==> config.mk <==
export PLATFORM = sky130hd
export DESIGN_NAME = fib_seq_ctrl
export DESIGN_NICKNAME = d
export VERILOG_FILES = /design/src/rtl/cod_pkg.sv /design/src/rtl/fib_seq_ctrl.sv
export SDC_FILE = /design/constraint.sdc
export NUM_CORES = 1
export LEC_CHECK = 0
export CAP_MARGIN = 20
export CELL_PAD_IN_SITES_DETAIL_PLACEMENT = 1
export CELL_PAD_IN_SITES_GLOBAL_PLACEMENT = 1
export CORE_ASPECT_RATIO = 2
export CORE_MARGIN = 1
export CORE_UTILIZATION = 38
export CTS_BUF_LIST = sky130_fd_sc_hd__clkbuf_2 sky130_fd_sc_hd__clkbuf_4 sky130_fd_sc_hd__clkbuf_8
export DETAILED_ROUTE_END_ITERATION = 6
export PLACE_DENSITY = 0.92
export SLEW_MARGIN = 5
export SYNTH_ARGS = -nofsm -noshare
export SYNTH_HDL_FRONTEND = slang
export SYNTH_SLANG_ARGS = --single-unit
==> constraint.sdc <==
create_clock -name clk -period 4.5 [get_ports clk]
set_clock_uncertainty 0.2 [all_clocks]
set_input_delay 0.9 -clock clk [delete_from_list [all_inputs] [get_ports clk]]
set_output_delay 0.9 -clock clk [all_outputs]
set_load 0.05 [all_outputs]
==> src/rtl/cod_pkg.sv <==
// Shared parameters, state encoding and the N clamp for the Fibonacci register-file sequencer.
package cod_pkg;

  localparam int ADDR_W = 6;
  localparam int DATA_W = 32;
  localparam int DEPTH  = 32;

  typedef enum logic [2:0] {
    IDLE,
    SEED0,
    SEED1,
    RD,
    EX,
    WB,
    DONE
  } state_t;

  // Runs need at least the two seeds and cannot exceed the file.
  function automatic logic [5:0] clamp_n(input logic [5:0] n);
    if (n < 6'd2) begin
      return 6'd2;
    end else if (n > 6'(DEPTH)) begin
      return 6'(DEPTH);
    end else begin
      return n;
    end
  endfunction

endpackage

==> src/rtl/fib_seq_ctrl.sv <==
// Drives a registered-read register file to build a Fibonacci table: two seed writes,
// then RD/EX/WB per term (3N-3 cycles start to done). start is ignored while busy.
module fib_seq_ctrl
  import cod_pkg::*;
(
  input  logic              clk,
  input  logic              rst_n,
  input  logic              start,
  input  logic [DATA_W-1:0] seed0,
  input  logic [DATA_W-1:0] seed1,
  input  logic [5:0]        n_terms,
  output logic [ADDR_W-1:0] r1_addr,
  output logic [ADDR_W-1:0] r2_addr,
  input  logic [DATA_W-1:0] r1_dout,
  input  logic [DATA_W-1:0] r2_dout,
  output logic [ADDR_W-1:0] r3_addr,
  output logic [DATA_W-1:0] r3_din,
  output logic              r3_wr,
  output logic              busy,
  output logic              done,
  output logic [DATA_W-1:0] last_term,
  output logic              overflow
);

  state_t              r_state;
  logic [5:0]          r_i;
  logic [5:0]          r_n;
  logic [DATA_W-1:0]   r_seed1;

  state_t              w_state;
  logic [5:0]          w_i;
  logic [5:0]          w_n;
  logic [5:0]          w_i_inc;
  logic [DATA_W-1:0]   w_seed1;
  logic [ADDR_W-1:0]   w_r1_addr;
  logic [ADDR_W-1:0]   w_r2_addr;
  logic [ADDR_W-1:0]   w_r3_addr;
  logic [DATA_W-1:0]   w_r3_din;
  logic                w_r3_wr;
  logic [DATA_W-1:0]   w_last;
  logic                w_ovf;
  logic [DATA_W:0]     w_sum;

  assign w_sum   = {1'b0, r1_dout} + {1'b0, r2_dout};
  assign w_i_inc = r_i + 6'd1;

  // Next-state logic also computes the outputs of the state being entered, so every
  // output is a flop that is stable for the whole cycle of its state.
  always_comb begin
    w_state   = r_state;
    w_i       = r_i;
    w_n       = r_n;
    w_seed1   = r_seed1;
    w_r1_addr = r1_addr;
    w_r2_addr = r2_addr;
    w_r3_addr = r3_addr;
    w_r3_din  = r3_din;
    w_r3_wr   = 1'b0;
    w_last    = last_term;
    w_ovf     = overflow;

    case (r_state)
      IDLE: begin
        if (start) begin
          w_state   = SEED0;
          w_seed1   = seed1;
          w_n       = clamp_n(n_terms);
          w_i       = 6'd2;
          w_ovf     = 1'b0;
          w_r3_wr   = 1'b1;
          w_r3_addr = '0;
          w_r3_din  = seed0;
          w_last    = seed0;
        end
      end
      SEED0: begin
        w_state   = SEED1;
        w_r3_wr   = 1'b1;
        w_r3_addr = ADDR_W'(1);
        w_r3_din  = r_seed1;
        w_last    = r_seed1;
      end
      SEED1: begin
        if (r_n > 6'd2) begin
          w_state   = RD;
          w_r1_addr = r_i - 6'd2;
          w_r2_addr = r_i - 6'd1;
        end else begin
          w_state = DONE;
        end
      end
      RD: begin
        w_state = EX;
      end
      EX: begin
        // Read data for the addresses presented in RD is valid here.
        w_state   = WB;
        w_ovf     = overflow | w_sum[DATA_W];
        w_r3_wr   = 1'b1;
        w_r3_addr = r_i;
        w_r3_din  = w_sum[DATA_W-1:0];
        w_last    = w_sum[DATA_W-1:0];
      end
      WB: begin
        w_i = w_i_inc;
        if (w_i_inc == r_n) begin
          w_state = DONE;
        end else begin
          w_state   = RD;
          w_r1_addr = r_i - 6'd1;
          w_r2_addr = r_i;
        end
      end
      DONE: begin
        w_state = IDLE;
      end
      default: begin
        w_state = IDLE;
      end
    endcase
  end

  always_ff @(posedge clk or negedge rst_n) begin
    if (!rst_n) begin
      r_state   <= IDLE;
      r_i       <= '0;
      r_n       <= '0;
      r_seed1   <= '0;
      r1_addr   <= '0;
      r2_addr   <= '0;
      r3_addr   <= '0;
      r3_din    <= '0;
      r3_wr     <= 1'b0;
      busy      <= 1'b0;
      done      <= 1'b0;
      last_term <= '0;
      overflow  <= 1'b0;
    end else begin
      r_state   <= w_state;
      r_i       <= w_i;
      r_n       <= w_n;
      r_seed1   <= w_seed1;
      r1_addr   <= w_r1_addr;
      r2_addr   <= w_r2_addr;
      r3_addr   <= w_r3_addr;
      r3_din    <= w_r3_din;
      r3_wr     <= w_r3_wr;
      busy      <= (w_state != IDLE);
      done      <= (w_state == DONE);
      last_term <= w_last;
      overflow  <= w_ovf;
    end
  end

endmodule

==> flow_summary.json <==
{
  "hold_violations": 0,
  "finalSetupTns_ns": 0,
  "synth_seq_cells": 101,
  "cp_slowest_cell": "clkdlybuf4s50_1",
  "end_kind": "flop",
  "syn_inst": 774,
  "drt_iter0_markers": 212,
  "worst_pin_slew_ns": 0.8721,
  "cts.sinks": 101,
  "hold_buffers": 0,
  "htreeDepth": 3,
  "slew_headroom_pct": 41.64,
  "totalWireLength_um": 24230,
  "syn-num-nets": 950,
  "root_buffer": "clkbuf_8",
  "critPathTopFamily": "compound AO/OA/AOI/OAI gates",
  "fillers": 2038,
  "seq_area_frac_synth_pct": 37.48,
  "yosys_warnings": 0,
  "synth_area_um2": 6743,
  "synth.distinct_cells": 72,
  "powerDensity_nw_per_um2": 685.9,
  "cp_slowest_stage_delay_ns": 0.46,
  "min_path_type": "flop to flop",
  "clk_path_buf_depth": 2,
  "reg2reg_from": "r_state[1]$_DFF_PN0_",
  "r2r_slack_ns": 1.15,
  "finalNetCount": 1120,
  "ff2ff_path_depth": 6,
  "dp_cells": 1143,
  "total_power_mw": 6.182,
  "cp.required_ns": 4.60,
  "layout.cells.non_filler": 1162,
  "status": "finished clean",
  "path_buf_inv": 2,
  "worst-path-stages": 12,
  "remaining_drc_errors": 0,
  "crit_arrival_ns": 3.79,
  "ir_drop_v": 0.0003389,
  "synth_edf_count": 0,
  "drv_slew": 0,
  "clkTransAtPathRegs_ns": 0.10,
  "initial_core_util_pct": 39.04,
  "fin_crit_sh_pct": 81.97,
  "synth.avg_cell_area_um2": 8.712,
  "cts_tree": "yes",
  "gr-usage-met2_pct": 52.15,
  "die_h_um": 190.4,
  "track_usage_pct": 27.22,
  "grtUsageMet3_pct": 3.190,
  "antenna_left": 0,
  "viasPerCell": 5.662,
  "grt_pass1_vias": 7289,
  "path_cells": "clkdlybuf4s50_1, ha_1, inv_1, fa_1, nor2b_1, o2111ai_1, a31oi_1, a221oi_2, o21ai_2, a21oi_1, xor2_1, o21ai_0",
  "clk_latency_ns": 0.38,
  "coreArea_um2": 17270,
  "grt_util_met1_pct": 26.56,
  "grt_overflow_total": 0,
  "utilization_pct": 52.18,
  "dp_slack_ns": 0.4388,
  "cts_resized": 0,
  "vias": 6579,
  "critPathLaunch": "r1_dout[0]",
  "busiest_layer": "met2",
  "postCtsSetupBuffers": 0,
  "start_kind": "primary input",
  "setup_viol": 0,
  "max_cap_viol_count": 0,
  "drt_first_pass_iters": 5,
  "rsz0062_at_grt": "no",
  "crit_end": "last_term[28]$_DFFE_PN0P_",
  "dieArea_um2": 18310,
  "regToRegEndpoint": "last_term[19]$_DFFE_PN0P_",
  "crit_fanout": 4,
  "row_count": 68,
  "synth_ff_type": "dfrtp_1",
  "p_leak_nw": 3.909,
  "grt_max_degree": 64,
  "place_congestion": 0.8953,
  "hpwl_um": 19350,
  "path_class": "primary input to flop",
  "port_buffers": 222,
  "cts_buffers": 9,
  "grt_pass1_wl_um": 37390,
  "wire_per_inst_um": 20.85,
  "antenna_found_initial": 4,
  "die-width_um": 96.19,
  "period_needed_ns": 3.689,
  "timing.fmax_ghz": 0.2711,
  "area_growth_syn_to_layout_pct": 33.66,
  "ios": 223,
  "worst_slack_ns": 0.8111,
  "drive_above_1_share_pct": 6.533,
  "synthArstFlopShare_pct": 100.0
}
cell type report:
cell class	count	area (um2)	area share (%)
clock buffers	9	123.9	1.374
repair buffers	231	2287	25.38
multi-input cells	584	3660	40.61
clock inverters	7	80.08	0.8885
inverters	17	63.81	0.7080
well taps	210	262.8	2.915
flip-flops and latches	101	2527	28.04
diodes	3	7.507	0.08330
per-layer routing:
layer | routed length, um | up-vias | part of all wire [%]
li1 | - | 3000 | -
met1 | 8278 | 3261 | 34
met2 | 13750 | 239 | 57
met3 | 889 | 77 | 3.7
met4 | 1297 | 2 | 5.4
met5 | 17 | - | 0.070
synthesized netlist by cell type, types with 6 or more instances:
library cell,instances,area [um2]
nand2_1,175,656.9
dfrtp_1,101,2527
nor2_1,57,214.0
o21ai_0,44,220.2
ha_1,38,475.5
a21oi_1,37,185.2
buf_4,35,262.8
xnor2_1,24,210.2
clkbuf_1,21,78.83
a31oi_1,19,118.9
nand3_1,17,85.08
xor2_1,16,140.1
inv_1,15,56.30
nor3_1,12,60.06
o211ai_1,10,75.07
a21o_1,9,67.56
mux2_4,8,120.1
o22a_1,8,70.07
buf_2,7,35.03
mux2i_1,7,70.07
a221oi_1,6,52.55
nor2b_1,6,37.54
o21a_1,6,45.04
o21ai_1,6,30.03
worst min path at each step:
stage	start	end	slack [ns]	cells past startpoint
6_report	r_seed1[15]$_DFFE_PN0P_	r_seed1[15]$_DFFE_PN0P_	0.29	2
5_1_grt	r_seed1[13]$_DFFE_PN0P_	r_seed1[13]$_DFFE_PN0P_	0.32	2
4_1_cts	r_seed1[15]$_DFFE_PN0P_	r_seed1[15]$_DFFE_PN0P_	0.29	2
3_5_place_dp	r_seed1[15]$_DFFE_PN0P_	r_seed1[15]$_DFFE_PN0P_	0.27	2
3_3_place_gp	r_seed1[14]$_DFFE_PN0P_	r_seed1[14]$_DFFE_PN0P_	0.26	2
2_1_floorplan	r_seed1[10]$_DFFE_PN0P_	r_seed1[10]$_DFFE_PN0P_	0.25	2
placed cells by master (no fill, tap or decap), drive strengths merged, types with 4 or more instances in the layout:
master,count
a21o,9
a21oi,38
a221oi,7
a31oi,20
and2,4
buf,10
clkbuf,9
clkdlybuf4s50,221
clkinv,4
dfrtp,101
ha,38
inv,19
mux2,13
mux2i,7
nand2,175
nand2b,5
nand3,17
nand4,7
nor2,58
nor2b,6
nor3,12
nor4,4
o211ai,10
o21a,6
o21ai,52
o221ai,4
o22a,8
o31ai,5
xnor2,24
xor2,16
registers in the layout, summed over array words and instances (netlist names), 3 cells and up:
name and flops:
r_i 6, r3_addr 6, r1_addr 6, r_seed1 32
last_term 32, r2_addr 6, r_state 3, r_n 6
kinds of logic (layout without fill, tap and decap cells):
group / after synthesis / after routing / synth area share, %
compound gates: 184 / 184 / 18.58
xor+xnor: 40 / 40 / 5.196
fa+ha+maj: 39 / 39 / 7.348
buf+inv: 89 / 264 / 8.499
flops: 101 / 101 / 37.48
mux: 20 / 20 / 3.656
other cells: 0 / 3 / 0
simple gates: 301 / 301 / 19.24
worst reg2reg max path: cells and delay by family (launching register included):
kind,cells,cell delay (ns)
compound gates,1,0.43
buf+inv,1,0.49
flops,1,0.63
simple gates,4,1.49
per-stage QoR:
stage / area (um2) / hold WS [ns]
floorplan: 6743 / 0.2455
global placement: 8801 / 0.2590
detailed placement: 8801 / 0.2683
CTS: 9005 / 0.2929
global route: 9012 / 0.3216
finish: 9012 / 0.2890
power by group:
part	internal, mW	switching, mW	leakage, nW
clock	0.221	0.382	0.0990
combinational	1.35	2.56	2.55
sequential	1.31	0.364	1.26
No activity file was read; power rests on OpenSTA's default activity.
